`config.mk`:
```
export PLATFORM = sky130hd
export DESIGN_NAME = prbs_checker_parallel_fab
export DESIGN_NICKNAME = d
export VERILOG_FILES = /design/src/rtl/prbs_checker_parallel_fab.sv
export SDC_FILE = /design/constraint.sdc
export NUM_CORES = 1
export LEC_CHECK = 0
export CAP_MARGIN = 20
export CORE_UTILIZATION = 50
export CTS_CLUSTER_SIZE = 30
export DETAILED_ROUTE_END_ITERATION = 8
export PLACE_DENSITY = 0.7
export SLEW_MARGIN = 20
export SYNTH_ARGS = -nofsm -noshare
export SYNTH_HDL_FRONTEND = slang
export SYNTH_SLANG_ARGS = --single-unit
```
`constraint.sdc`:
```
create_clock -name clk_i -period 7.8 [get_ports clk_i]
set_clock_uncertainty 0.05 [all_clocks]
set_input_delay 1.95 -clock clk_i [delete_from_list [all_inputs] [get_ports clk_i]]
set_output_delay 1.95 -clock clk_i [all_outputs]
set_load 0.03 [all_outputs]
```
`src/rtl/prbs_checker_parallel_fab.sv`:
```
// Parallel PRBS checker (x^POLY2 + x^(POLY2-POLY1) + 1, default PRBS7).
// Receive-side partner of the parallel PRBS generator. Self-synchronises on the
// incoming stream, declares lock after LOCK_CNT consecutive clean words, then
// checks each word against a free-running reference and counts bit errors.
//
// Ports:
//   clk_i         clock, all logic on rising edge
//   reset_i       synchronous, active-high reset
//   clear_i       clears err_cnt_o / err_sticky_o (lock state untouched)
//   data_valid_i  qualifies data_i; no state change when low
//   data_i        received word, bit NBITS-1 first on the wire
//   lock_o        checker locked to the PRBS stream
//   err_o         1-cycle pulse: last valid word (while locked) had bit errors
//   err_sticky_o  set on any err_o, held until clear_i / reset_i
//   err_cnt_o     saturating count of errored bits while locked
module prbs_checker_parallel_fab #(
    parameter int unsigned NBITS      = 8,
    parameter int unsigned POLY2      = 7,
    parameter int unsigned POLY1      = 1,
    parameter int unsigned LOCK_CNT   = 16,
    parameter int unsigned UNLOCK_CNT = 4,
    parameter int unsigned ERR_CNT_W  = 16
) (
    input  logic                 clk_i,
    input  logic                 reset_i,
    input  logic                 clear_i,
    input  logic                 data_valid_i,
    input  logic [NBITS-1:0]     data_i,
    output logic                 lock_o,
    output logic                 err_o,
    output logic                 err_sticky_o,
    output logic [ERR_CNT_W-1:0] err_cnt_o
);

    localparam int unsigned GoodW = $clog2(LOCK_CNT + 1);
    localparam int unsigned BadW  = $clog2(UNLOCK_CNT + 1);
    localparam int unsigned NerrW = $clog2(NBITS + 1);
    // One spare bit so the sum can never wrap before the saturation test.
    localparam int unsigned SumW  = ((ERR_CNT_W > NerrW) ? ERR_CNT_W : NerrW) + 1;
    localparam logic [SumW-1:0] CntMax = SumW'({ERR_CNT_W{1'b1}});

    typedef enum logic [0:0] {StSearch, StLocked} state_e;

    // Next word of the sequence: extend the last POLY2 bits of w by NBITS bits.
    function automatic logic [NBITS-1:0] prbs_next(input logic [NBITS-1:0] w);
        logic [NBITS+POLY2-1:0] s;
        s = '0;
        s[NBITS+POLY2-1:NBITS] = w[POLY2-1:0];
        for (int i = int'(NBITS) - 1; i >= 0; i--) begin
            s[i] = s[i+POLY2] ^ s[i+POLY2-POLY1];
        end
        return s[NBITS-1:0];
    endfunction

    function automatic logic [NerrW-1:0] popcount(input logic [NBITS-1:0] v);
        logic [NerrW-1:0] c;
        c = '0;
        for (int i = 0; i < int'(NBITS); i++) begin
            c = c + NerrW'(v[i]);
        end
        return c;
    endfunction

    state_e                 state_q, state_d;
    logic                   seeded_q, seeded_d;
    logic [GoodW-1:0]       good_cnt_q, good_cnt_d;
    logic [BadW-1:0]        bad_cnt_q, bad_cnt_d;
    // In SEARCH holds the previous valid word; in LOCKED the free-running reference.
    logic [NBITS-1:0]       ref_q, ref_d;
    logic                   err_q, err_d;
    logic                   sticky_q, sticky_d;
    logic [ERR_CNT_W-1:0]   cnt_q, cnt_d;

    logic [NBITS-1:0]       expected;
    logic [NerrW-1:0]       nerr;
    logic [SumW-1:0]        cnt_sum;
    logic [ERR_CNT_W-1:0]   cnt_sat;
    logic [GoodW-1:0]       good_inc;
    logic [BadW-1:0]        bad_inc;

    assign expected = prbs_next(ref_q);
    assign nerr     = popcount(data_i ^ expected);
    assign cnt_sum  = SumW'(cnt_q) + SumW'(nerr);
    assign cnt_sat  = (cnt_sum > CntMax) ? {ERR_CNT_W{1'b1}} : cnt_sum[ERR_CNT_W-1:0];
    assign good_inc = good_cnt_q + GoodW'(1);
    assign bad_inc  = bad_cnt_q + BadW'(1);

    always_comb begin
        state_d    = state_q;
        seeded_d   = seeded_q;
        good_cnt_d = good_cnt_q;
        bad_cnt_d  = bad_cnt_q;
        ref_d      = ref_q;
        err_d      = 1'b0;
        sticky_d   = sticky_q;
        cnt_d      = cnt_q;

        if (data_valid_i) begin
            unique case (state_q)
                StSearch: begin
                    ref_d    = data_i;
                    seeded_d = 1'b1;
                    // First word after reset/unlock only seeds the comparison.
                    if (seeded_q) begin
                        // All-zero words never count, so a dead link cannot lock.
                        if ((data_i == expected) && (data_i != '0)) begin
                            good_cnt_d = good_inc;
                            if (good_inc == GoodW'(LOCK_CNT)) begin
                                state_d   = StLocked;
                                bad_cnt_d = '0;
                            end
                        end else begin
                            good_cnt_d = '0;
                        end
                    end
                end
                StLocked: begin
                    // Reference advances on its own so one flipped bit counts once.
                    ref_d = expected;
                    if (nerr != '0) begin
                        err_d     = 1'b1;
                        sticky_d  = 1'b1;
                        cnt_d     = cnt_sat;
                        bad_cnt_d = bad_inc;
                        if (bad_inc == BadW'(UNLOCK_CNT)) begin
                            state_d    = StSearch;
                            seeded_d   = 1'b0;
                            good_cnt_d = '0;
                            bad_cnt_d  = '0;
                        end
                    end else begin
                        bad_cnt_d = '0;
                    end
                end
                default: ;
            endcase
        end

        if (clear_i) begin
            cnt_d    = '0;
            sticky_d = 1'b0;
        end
    end

    always_ff @(posedge clk_i) begin
        if (reset_i) begin
            state_q    <= StSearch;
            seeded_q   <= 1'b0;
            good_cnt_q <= '0;
            bad_cnt_q  <= '0;
            ref_q      <= '0;
            err_q      <= 1'b0;
            sticky_q   <= 1'b0;
            cnt_q      <= '0;
        end else begin
            state_q    <= state_d;
            seeded_q   <= seeded_d;
            good_cnt_q <= good_cnt_d;
            bad_cnt_q  <= bad_cnt_d;
            ref_q      <= ref_d;
            err_q      <= err_d;
            sticky_q   <= sticky_d;
            cnt_q      <= cnt_d;
        end
    end

    assign lock_o       = (state_q == StLocked);
    assign err_o        = err_q;
    assign err_sticky_o = sticky_q;
    assign err_cnt_o    = cnt_q;

endmodule

```
* After elaboration in Yosys (flattened, before gate mapping) *
Cells that the tools add are included.

storage, ports and cells
  word-level logic and storage cells = 70
  register bits = 35
  input port bits = 12
  output and inout bits = 19

operators by class
  add/subtract/negate cells = 10
  magnitude comparators = 1
  bitwise logic cells = 11
  equality and inequality tests = 8
  muxes and demuxes = 23
  reductions and logical operators = 9

operators with widths
  operator              number
  $mux 5                4
  $add 16x4->17         1
  $gt 17x16->1 const B  1
  $add 4x1->4           4
  $mux 16               1
  $mux 3                5
  $pmux 7 s2            1
  $pmux 5 s2            1
  $eq 8x8->1            1
  $mux 1                8
  $reduce_and 4->1      2
  $reduce_bool 8->1     1
  $xor 1x1->1           8
  $xor 8x8->8           1
  $ne 2x2->1 const B    3
  $pmux 3 s2            1
  $reduce_and 3->1      2
  $add 5x1->5 const B   1
  $eq 5x5->1 const B    1
  $add 3x1->4           1
  $ne 2x1->1 const B    2
  $pmux 1 s2            2
  $reduce_bool 4->1     1
  $add 2x1->3           1
  7 further kinds       8

* Longest topological paths before layout *
Gate-level depths: netlist of run 1.

  depth in word-level cells = 13
  mapped depth = 18
  gate-level depth less buffers = 16

* Least setup slack after synthesis of run 1 *
No wires, ideal clock.

  kind = input to register
  from = input data_i[1]
  to = register cnt_q[1], in the netlist err_cnt_o[1]
  stages on the path = 17
  path buffers = 1
  setup time = 74 ps
  slack = 1403 ps
  arrival time = 6272 ps
  required time = 7676 ps
  cell sequence = xnor2_1 > xor2_1 > inv_1 > fa_1 > fa_1 > inv_1 > fa_1 > ha_1 > fa_1 > inv_1 > fa_1 > nor2b_1 > o21ai_0 > a2111oi_2 > buf_2 > nand2_1 > a31oi_1

on the way
  cells in the longest elaborated chain, start to end = 11
  elaborated cells on any way between the ends = 13
  those cells by class = add/sub (8); order compare (1); mux (1); bitwise (1); reduce/logical (2)

RTL lines
  element                     line  source
  from (decl)                 28    input logic [NBITS-1:0] data_i,
  $xor 8x8->8 *               82    assign nerr = popcount(data_i ^ expected);
  $add 1x1->2 *               59    c = c + NerrW'(v[i]);
  $add 2x1->3 *               59
  $add 3x1->4 *               59
  $add 4x1->4 * (4 in a row)  59
  $add 16x4->17               83    assign cnt_sum = SumW'(cnt_q) + SumW'(nerr);
  $gt 17x16->1                84    assign cnt_sat = (cnt_sum > CntMax) ? {ERR_CNT_W{1'b1}} : cnt_sum[ERR_CNT_W-1:0];
  $mux 16                     84
  to (signal assigned)        163   cnt_q <= cnt_d;
  to (decl)                   72    logic [ERR_CNT_W-1:0] cnt_q, cnt_d;

Every way passes the cells marked *; elsewhere a longest branch is shown, timed or not.
A chain may end at the register's enable or synchronous reset.

* Worst setup path in the final report of run 1 *
  from = input data_i[1]
  to = register cnt_q[10], in the netlist err_cnt_o[10]

The elaborated chain is that of the path after synthesis.

==> results.sh, run 1 <==
export IMPL_grt_pass1_vias=1847
export IMPL_syn_nets=300
export IMPL_post_cts_buffers=0
export IMPL_grt_max_degree=21
export IMPL_worstMarginPinSlew_ns=0.7698
export IMPL_p_sw_w=0.0002005
export IMPL_relSlewSlack=0.4852
export IMPL_rsz0062_at_grt="no"
export IMPL_crit_fanout=12
export IMPL_fp_row_count=24
export IMPL_synth_edff_count=0
export IMPL_routedWlPerCell_um=14.54
export IMPL_worstSetupPathType="input pin to flop"
export IMPL_crit_end="err_cnt_o[10]$_SDFFE_PP0P_"
export IMPL_synth_top_cell_area_share=0.2954
export IMPL_antenna_found_initial=0
export IMPL_drtAntennaViolNets=0
export IMPL_cp_required_ns=7.92
export IMPL_post_cts_resized=0
export IMPL_yosys_area_top_type="dfxtp_1"
export IMPL_layout_drive_gt1_share=0.05387
export IMPL_power_per_cell_area_nw_per_um2=197.3
export IMPL_hp_class="flop to flop"
export IMPL_cp_data_arrival_time_ns=7.01
export IMPL_cts_root_buffer="clkbuf_8"
export IMPL_outcome="complete, no violations"
export IMPL_first_pass_iters=4
export IMPL_startpoint_type="input pin"
export IMPL_multi_input_area_um2=1550
export IMPL_ys_seq_area_frac=0.2954
export IMPL_cts_max_path_buffers=2
export IMPL_cap_viol_max_count=0
export IMPL_cts_sinks=35
export IMPL_cts_hold_buf=0
export IMPL_worstSetupEndpointType="flop"
export IMPL_hold_slack_ns=0.4330
export IMPL_io_pins=31
export IMPL_synth_cell_types=52
export IMPL_dp_slack_ns=0.6676
export IMPL_mostFrequentLayoutCells="35 x dfxtp_1, 30 x clkdlybuf4s50_1, 20 x nor2_1"
export IMPL_synth_area_top_cells="dfxtp_1 30%, xnor2_1 6.3%, ha_1 5.3%"
export IMPL_overflow=0
export IMPL_synth_main_ff_cell="dfxtp_1"
export IMPL_start_util=0.5338
export IMPL_dp_hpwl_mm=3.674
export IMPL_tritoncts="done"
export IMPL_synthCells=273
export IMPL_finalWeightedCongestion=0.7955
export IMPL_die_area_um2=5024
export IMPL_power_switching_share=0.3653
export IMPL_p_leak_nw=0.9787
export IMPL_critPathLaunch="data_i[1]"
export IMPL_wl_mm=5.076
export IMPL_cts_max_level=2
export IMPL_drtIter0Drc=76
export IMPL_period_share=0.8842
export IMPL_die_w_um=70.88
export IMPL_grt_pass1_wl_mm=8.797
export IMPL_synth_area_per_cell_um2=8.690
export IMPL_tns_ns=0
export IMPL_nets=323
export IMPL_rr_startpoint="ref_q[5]$_SDFFE_PP0P_"
export IMPL_power_internal_w=0.0003484
export IMPL_drv_slew=0
export IMPL_finalHoldViolCount=0
export IMPL_layout_commonest_cell="dfxtp_1"
export IMPL_synth_async_reset_ratio=0
export IMPL_gr_usage_all_layers=0.2216
export IMPL_cts_made_buffers=5
export IMPL_p_comb_frac=0.406
export IMPL_yosys_warnings=0
export IMPL_reg2regPathDepth=17
export IMPL_setup_viol=0
export IMPL_drcViolationCount=0
export IMPL_final_setup_worst_slack_ns=0.9034
export IMPL_die_height_um=70.88
export IMPL_min_period_ns=6.897
export IMPL_insertedDiodeCount=0
export IMPL_clk_pin_slew_ns=0.07
export IMPL_rrSetupSlack_ns=2.52
export IMPL_ys_seq_elements=35
export IMPL_clkPwrFrac=0.256
export IMPL_port_buffers=30
export IMPL_area_delta_synth_final_pct=17.30
export IMPL_avgViaCountPerCell=5.819
export IMPL_vdd_drop_max_mv=0.1156
export IMPL_synth_area_um2=2372
export IMPL_fillCellCount=396
export IMPL_r2r_end="err_cnt_o[10]$_SDFFE_PP0P_"
export IMPL_seq_area_um2=700.7
export IMPL_coreArea_um2=4444
export IMPL_fmax_mhz=145.0
export IMPL_routed_via_count=2031
export IMPL_seqPwrFrac=0.338
export IMPL_clk_latency_ns=0.29
area by class of cell:
cell class / instances / share of cell area
multi-input combinational: 207 / 0.5571
sequential: 35 / 0.2518
timing repair buffer: 32 / 0.1133
clock buffer: 7 / 0.03103
tap: 52 / 0.02338
inverter: 15 / 0.02023
clock inverter: 1 / 0.003147
worst min-delay path by stage:
stage                                     from                          to  slack [ns]  depth (start not counted)
global route         err_sticky_o$_SDFFE_PP0P_   err_sticky_o$_SDFFE_PP0P_        0.47                          2
CTS                  err_sticky_o$_SDFFE_PP0P_   err_sticky_o$_SDFFE_PP0P_        0.45                          2
detailed placement   err_sticky_o$_SDFFE_PP0P_   err_sticky_o$_SDFFE_PP0P_        0.42                          2
finish               err_sticky_o$_SDFFE_PP0P_   err_sticky_o$_SDFFE_PP0P_        0.43                          2
global placement     err_sticky_o$_SDFFE_PP0P_   err_sticky_o$_SDFFE_PP0P_        0.41                          2
floorplan           good_cnt_q[4]$_SDFFE_PP0P_  good_cnt_q[4]$_SDFFE_PP0P_        0.43                          1
metrics by stage:
| stage | std cells | instance area (µm²) | utilization | power [W] |
|---|---|---|---|---|
| after floorplan | 273 | 2372 | - | 0.0003600 |
| after global placement | 341 | 2688 | 0.6047 | 0.0004045 |
| after detailed placement | 341 | 2688 | 0.6047 | 0.0004106 |
| after CTS | 349 | 2783 | 0.6261 | 0.0005521 |
| after global routing | 349 | 2783 | 0.6261 | 0.0005949 |
| final | 349 | 2783 | 0.6261 | 0.0005489 |
cells in the mapped netlist (2+ instances only):
| library cell | instances |
|---|---|
| dfxtp_1 | 35 |
| nor2_1 | 20 |
| a21oi_1 | 19 |
| xnor2_1 | 17 |
| inv_1 | 15 |
| nand2_1 | 14 |
| a211oi_1 | 12 |
| clkbuf_1 | 10 |
| ha_1 | 10 |
| nand3_1 | 9 |
| nor3_1 | 9 |
| xor2_1 | 9 |
| a21o_1 | 6 |
| mux2i_1 | 6 |
| or3_1 | 6 |
| fa_1 | 5 |
| nand2b_1 | 5 |
| o21ai_0 | 5 |
| a31oi_1 | 4 |
| buf_2 | 4 |
| a2111oi_0 | 3 |
| a41oi_1 | 3 |
| nor2b_1 | 3 |
| nor4_1 | 3 |
| o41ai_1 | 3 |
| or2_2 | 3 |
| or4_1 | 3 |
| a2111oi_2 | 2 |
| a41o_1 | 2 |
| and2_1 | 2 |
| buf_1 | 2 |
| o211ai_1 | 2 |
| o21a_1 | 2 |
| xnor3_1 | 2 |
worst max-delay path, stage by stage:
cell and delay (ns):
clkdlybuf4s50_1 0.51, xnor2_1 0.15, xor2_1 0.26, inv_1 0.13, fa_1 0.50, fa_1 0.49, inv_1 0.05, fa_1 0.45
ha_1 0.22, fa_1 0.56, inv_1 0.08, fa_1 0.42, nor2b_1 0.13, o21ai_0 0.15, a2111oi_2 0.38, buf_4 0.23
nor4bb_1 0.28, nor3_1 0.08
state kept, by name, summed over array words and instances, names as in the netlist:
register / count
ref_q: 7
err_o: 1
seeded_q: 1
err_sticky_o: 1
bad_cnt_q: 3
good_cnt_q: 5
err_cnt_o: 16
lock_o: 1
cells by family after synthesis:
group	after synthesis	synth area share
AO/OA/AOI/OAI	70	0.2115
XOR/XNOR	29	0.1250
adder cells (fa/ha/maj)	15	0.09494
buffers and inverters	31	0.05116
flip-flops	35	0.2954
multiplexers	6	0.02532
AND/OR/NAND/NOR	87	0.1967
layer usage:
| layer | vias to the layer above | GRT usage | share of wire |
|---|---|---|---|
| li1 | 1036 | - | - |
| met1 | 955 | 0.2975 | 0.48 |
| met2 | 35 | 0.3590 | 0.47 |
| met3 | 5 | 0.04843 | 0.036 |
| met4 | 0 | 0.06667 | 0.012 |
| met5 | - | 0 | 0 |
power groups by stage:
stage               logic [W]  registers [W]  clock network [W]
floorplan            0.000174       0.000186                  0
global placement     0.000215       0.000189                  0
detailed placement   0.000221       0.000190                  0
CTS                  0.000222       0.000185           0.000144
global route         0.000256       0.000186           0.000154
finish               0.000223       0.000185           0.000141
Note: power is estimated with default switching activity, not from simulation.
==> run 2, diff against run 1 <==
- CAP_MARGIN: 20 -> 10
- CORE_ASPECT_RATIO: default -> 1.4
==> results.sh, run 2 (synthesis gave the netlist of run 1 again) <==
export IMPL_outcome="complete, no violations"
export IMPL_cp_required_ns=7.97
export IMPL_startpoint_type="input pin"
export IMPL_finalWeightedCongestion=0.8575
export IMPL_grt_max_degree=21
export IMPL_min_period_ns=6.937
export IMPL_cp_top_family="adder cells"
export IMPL_vdd_drop_max_mv=0.1139
export IMPL_layout_drive_gt1_share=0.05724
export IMPL_mostFrequentLayoutCells="35 x dfxtp_1, 30 x clkdlybuf4s50_1, 20 x nor2_1"
export IMPL_io_pins=31
export IMPL_first_pass_iters=4
export IMPL_setup_viol=0
export IMPL_worstHoldPathCells=2
export IMPL_routed_via_count=2091
export IMPL_avgViaCountPerCell=5.825
export IMPL_nets=323
export IMPL_wl_mm=5.308
export IMPL_tns_ns=0
export IMPL_worstMarginPinSlew_ns=0.7640
export IMPL_power_switching_share=0.3765
export IMPL_die_height_um=83.50
export IMPL_crit_fanout=12
export IMPL_dp_hpwl_mm=3.903
export IMPL_p_leak_nw=0.9704
export IMPL_cp_data_arrival_time_ns=7.10
export IMPL_layout_commonest_cell="dfxtp_1"
export IMPL_seqPwrFrac=0.341
export IMPL_cts_made_buffers=5
export IMPL_rsz0062_at_grt="no"
export IMPL_port_buffers=30
export IMPL_p_total_w=0.0005435
export IMPL_final_cells=359
export IMPL_slowest_delay_ns=0.56
export IMPL_power_per_cell_area_nw_per_um2=194.9
export IMPL_gr_usage_all_layers=0.2254
export IMPL_worstSetupEndpointType="flop"
export IMPL_insertedDiodeCount=0
export IMPL_post_cts_buffers=0
export IMPL_tritoncts="done"
export IMPL_largest_register_ffs=16
export IMPL_clkPwrFrac=0.243
export IMPL_crit_top_cell="fa_1"
export IMPL_p_sw_w=0.0002046
export IMPL_hp_class="flop to flop"
export IMPL_routedWlPerCell_um=14.79
export IMPL_die_area_um2=5028
export IMPL_cap_viol_max_count=0
export IMPL_power_internal_w=0.0003389
export IMPL_cts_root_buffer="clkbuf_8"
export IMPL_die_w_um=60.22
export IMPL_worstSetupPathType="input pin to flop"
export IMPL_finalHoldViolCount=0
export IMPL_coreArea_um2=4536
export IMPL_p_comb_frac=0.416
export IMPL_drv_slew=0
export IMPL_fillCellCount=398
export IMPL_drtAntennaViolNets=0
export IMPL_grt_pass1_vias=1975
export IMPL_cts_hold_buf=0
export IMPL_clk_pin_slew_ns=0.08
export IMPL_reg2regPathDepth=17
export IMPL_relSlewSlack=0.4891
export IMPL_post_cts_resized=0
export IMPL_crit_slowest_cell="fa_1"
export IMPL_drcViolationCount=0
export IMPL_grt_pass1_wl_mm=8.645
export IMPL_cts_sinks=35
export IMPL_fin_util=0.6149
export IMPL_fp_row_count=29
export IMPL_start_util=0.5230
export IMPL_cts_max_level=2
export IMPL_overflow=0
export IMPL_worst_path_buf_inv=5
export IMPL_crit_path_cell_trace="clkdlybuf4s50_1 > xnor2_1 > xor2_1 > inv_1 > fa_1 > fa_1 > inv_1 > fa_1 > ha_1 > fa_1 > inv_1 > fa_1 > nor2b_1 > o21ai_0 > a2111oi_2 > buf_4 > nand2_1 > a31oi_1"
export IMPL_place_inst=351
export IMPL_drtIter0Drc=66
export IMPL_antenna_found_initial=0
export IMPL_cp_depth=18
export IMPL_area_delta_synth_final_pct=17.56
export IMPL_clk_latency_ns=0.29
export IMPL_cts_max_path_buffers=2
export IMPL_fmax_mhz=144.2
export IMPL_period_share=0.8893
==> run 2: worst paths after layout <==
check / from / endpoint / slack (ns)
min: err_sticky_o$_SDFFE_PP0P_ / err_sticky_o$_SDFFE_PP0P_ / 0.45
max reg2reg: ref_q[5]$_SDFFE_PP0P_ / err_cnt_o[1]$_SDFFE_PP0P_ / 2.47
min reg2reg: err_sticky_o$_SDFFE_PP0P_ / err_sticky_o$_SDFFE_PP0P_ / 0.45
max: data_i[1] / err_cnt_o[1]$_SDFFE_PP0P_ / 0.86
==> run 2: stage by stage <==
stage | setup WS, ns | cell area [µm²] | hold slack, ns
final | 0.8633 | 2789 | 0.4466
after global routing | 0.5661 | 2789 | 0.4877
after CTS | 0.8840 | 2789 | 0.4521
after detailed placement | 0.5983 | 2700 | 0.4204
after global placement | 0.7316 | 2700 | 0.4083
after floorplan | 1.403 | 2372 | 0.4295
==> run 2: power groups by stage <==
stage / combinational [W] / sequential [W] / clock, W
floorplan: 0.000174 / 0.000186 / 0
CTS: 0.000227 / 0.000185 / 0.000137
global route: 0.000260 / 0.000186 / 0.000146
global placement: 0.000218 / 0.000189 / 0
detailed placement: 0.000221 / 0.000190 / 0
finish: 0.000226 / 0.000185 / 0.000132
==> run 2: cell type report <==
cell class | count | area [µm²] | share of cell area
multi-input cells | 207 | 1550 | 0.5559
clock inverters | 3 | 20.02 | 0.007178
clock buffers | 5 | 68.82 | 0.02467
well taps | 62 | 77.57 | 0.02782
inverters | 15 | 56.30 | 0.02019
repair buffers | 32 | 315.3 | 0.1131
flip-flops and latches | 35 | 700.7 | 0.2512
==> run 2: worst register-to-register path, delay by kind of cell (launching register included) <==
family | cells | cell delay, ns
AOI/OAI and AO/OA | 3 | 0.77
xor gates and xnor gates | 2 | 0.49
adders and majority gates | 6 | 2.65
buffers and inverters | 4 | 0.48
DFF | 1 | 0.47
and+or+nand+nor | 2 | 0.34
==> run 2: per-layer routing <==
| metal | vias up | track usage | share of wire |
|---|---|---|---|
| li1 | 1037 | - | - |
| met1 | 1003 | 0.2522 | 0.41 |
| met2 | 37 | 0.3916 | 0.52 |
| met3 | 14 | 0.03721 | 0.030 |
| met4 | 0 | 0.1121 | 0.033 |
| met5 | - | 0 | 0 |
==> run 3, diff against run 2 <==
- MAX_ROUTING_LAYER: default -> met4
==> results.sh, run 3 (synthesis gave the netlist of run 1 again) <==
export IMPL_rr_startpoint="ref_q[5]$_SDFFE_PP0P_"
export IMPL_first_pass_iters=4
export IMPL_routedWlPerCell_um=14.87
export IMPL_crit_fanout=12
export IMPL_clkPwrFrac=0.243
export IMPL_p_sw_w=0.0002051
export IMPL_period_share=0.8886
export IMPL_die_w_um=60.22
export IMPL_power_internal_w=0.0003390
export IMPL_die_area_um2=5028
export IMPL_nets=323
export IMPL_p_comb_frac=0.417
export IMPL_clk_pin_slew_ns=0.08
export IMPL_routed_via_count=2098
export IMPL_worstSetupPathType="input pin to flop"
export IMPL_final_cells=359
export IMPL_slowest_delay_ns=0.56
export IMPL_finalHoldViolCount=0
export IMPL_critPathLaunch="data_i[1]"
export IMPL_grt_pass1_wl_mm=8.659
export IMPL_cp_data_arrival_time_ns=7.10
export IMPL_relSlewSlack=0.4787
export IMPL_avgViaCountPerCell=5.844
export IMPL_cp_required_ns=7.97
export IMPL_power_per_cell_area_nw_per_um2=195.1
export IMPL_rrSetupSlack_ns=2.48
export IMPL_seqPwrFrac=0.340
export IMPL_insertedDiodeCount=0
export IMPL_startpoint_type="input pin"
export IMPL_power_switching_share=0.3770
export IMPL_drv_slew=0
export IMPL_p_leak_nw=0.9704
export IMPL_start_util=0.5230
export IMPL_cts_made_buffers=5
export IMPL_cts_hold_buf=0
export IMPL_drcViolationCount=0
export IMPL_crit_slowest_cell="fa_1"
export IMPL_r2r_end="err_cnt_o[1]$_SDFFE_PP0P_"
export IMPL_cp_depth=18
export IMPL_clk_latency_ns=0.29
export IMPL_layout_commonest_cell="dfxtp_1"
export IMPL_cts_sinks=35
export IMPL_overflow=0
export IMPL_port_buffers=30
export IMPL_drtAntennaViolNets=0
export IMPL_wl_mm=5.339
export IMPL_die_height_um=83.50
export IMPL_setup_viol=0
export IMPL_crit_path_cell_trace="clkdlybuf4s50_1 > xnor2_1 > xor2_1 > inv_1 > fa_1 > fa_1 > inv_1 > fa_1 > ha_1 > fa_1 > inv_1 > fa_1 > nor2b_1 > o21ai_0 > a2111oi_2 > buf_4 > nand2_1 > a31oi_1"
export IMPL_reg2regPathDepth=17
export IMPL_finalWeightedCongestion=0.8713
export IMPL_grt_pass1_vias=1976
export IMPL_crit_end="err_cnt_o[1]$_SDFFE_PP0P_"
export IMPL_antenna_found_initial=0
export IMPL_fillCellCount=398
export IMPL_mostFrequentLayoutCells="35 x dfxtp_1, 30 x clkdlybuf4s50_1, 20 x nor2_1"
export IMPL_fp_row_count=29
export IMPL_worstSetupEndpointType="flop"
export IMPL_rsz0062_at_grt="no"
export IMPL_place_inst=351
export IMPL_cap_viol_max_count=0
export IMPL_tritoncts="done"
export IMPL_hp_class="flop to flop"
export IMPL_worst_path_buf_inv=5
export IMPL_drtIter0Drc=68
export IMPL_layout_drive_gt1_share=0.05724
export IMPL_min_period_ns=6.931
export IMPL_worstMarginPinSlew_ns=0.7795
export IMPL_largest_register_ffs=16
export IMPL_io_pins=31
export IMPL_tns_ns=0
export IMPL_fmax_mhz=144.3
export IMPL_gr_usage_all_layers=0.2317
export IMPL_dp_hpwl_mm=3.903
export IMPL_outcome="complete, no violations"
export IMPL_grt_max_degree=21
export IMPL_crit_top_cell="fa_1"
export IMPL_cts_max_path_buffers=2
export IMPL_post_cts_buffers=0
export IMPL_coreArea_um2=4536
export IMPL_cp_top_family="adder cells"
export IMPL_vdd_drop_max_mv=0.1138
export IMPL_cts_root_buffer="clkbuf_8"
export IMPL_area_delta_synth_final_pct=17.56
export IMPL_cts_max_level=2
export IMPL_post_cts_resized=0
-- run 3: cell counts in the layout (fill, tap and decap cells not counted) --
No cell type changed its count.
-- run 3: cell type report --
class	count	area [µm²]	share of cell area
well taps	62	77.57	0.02782
clock inverters	3	20.02	0.007178
repair buffers	32	315.3	0.1131
multi-input cells	207	1550	0.5559
clock buffers	5	68.82	0.02467
flip-flops and latches	35	700.7	0.2512
inverters	15	56.30	0.02019
-- run 3: stage by stage --
stage | worst slack (ns) | hold WS, ns | total power [W] | instance area, µm² | utilization
floorplan | 1.403 | 0.4295 | 0.0003600 | 2372 | -
global placement | 0.7316 | 0.4083 | 0.0004071 | 2700 | 0.5953
detailed placement | 0.5983 | 0.4204 | 0.0004101 | 2700 | 0.5953
CTS | 0.8840 | 0.4521 | 0.0005492 | 2789 | 0.6149
global route | 0.5653 | 0.4877 | 0.0005913 | 2789 | 0.6149
finish | 0.8689 | 0.4454 | 0.0005441 | 2789 | 0.6149
-- run 3: layer usage --
layer	GRT usage	routed length (µm)
met1	0.2532	2236
met2	0.3916	2772
met3	0.03721	154
met4	0.1121	176
met5	-	0
-- run 3: tightest hold or removal path, stage by stage, from the launching register on --
cell and delay, ns:
dfxtp_1 0.34, nor2_1 0.05, nor2_1 0.07
-- run 3: worst min path at each step --
stage	from	end	depth (start not counted)
2_1_floorplan	good_cnt_q[4]$_SDFFE_PP0P_	good_cnt_q[4]$_SDFFE_PP0P_	1
3_3_place_gp	err_sticky_o$_SDFFE_PP0P_	err_sticky_o$_SDFFE_PP0P_	2
3_5_place_dp	err_sticky_o$_SDFFE_PP0P_	err_sticky_o$_SDFFE_PP0P_	2
4_1_cts	err_sticky_o$_SDFFE_PP0P_	err_sticky_o$_SDFFE_PP0P_	2
5_1_grt	err_cnt_o[11]$_SDFFE_PP0P_	err_cnt_o[11]$_SDFFE_PP0P_	1
6_report	err_sticky_o$_SDFFE_PP0P_	err_sticky_o$_SDFFE_PP0P_	2
-- run 3: power groups by stage --
| stage | Combinational [W] | Sequential, W | Clock, W |
|---|---|---|---|
| 4_1_cts | 0.000227 | 0.000185 | 0.000137 |
| 6_report | 0.000227 | 0.000185 | 0.000132 |
| 3_5_place_dp | 0.000221 | 0.000190 | 0 |
| 5_1_grt | 0.000260 | 0.000186 | 0.000146 |
| 2_1_floorplan | 0.000174 | 0.000186 | 0 |
| 3_3_place_gp | 0.000218 | 0.000189 | 0 |
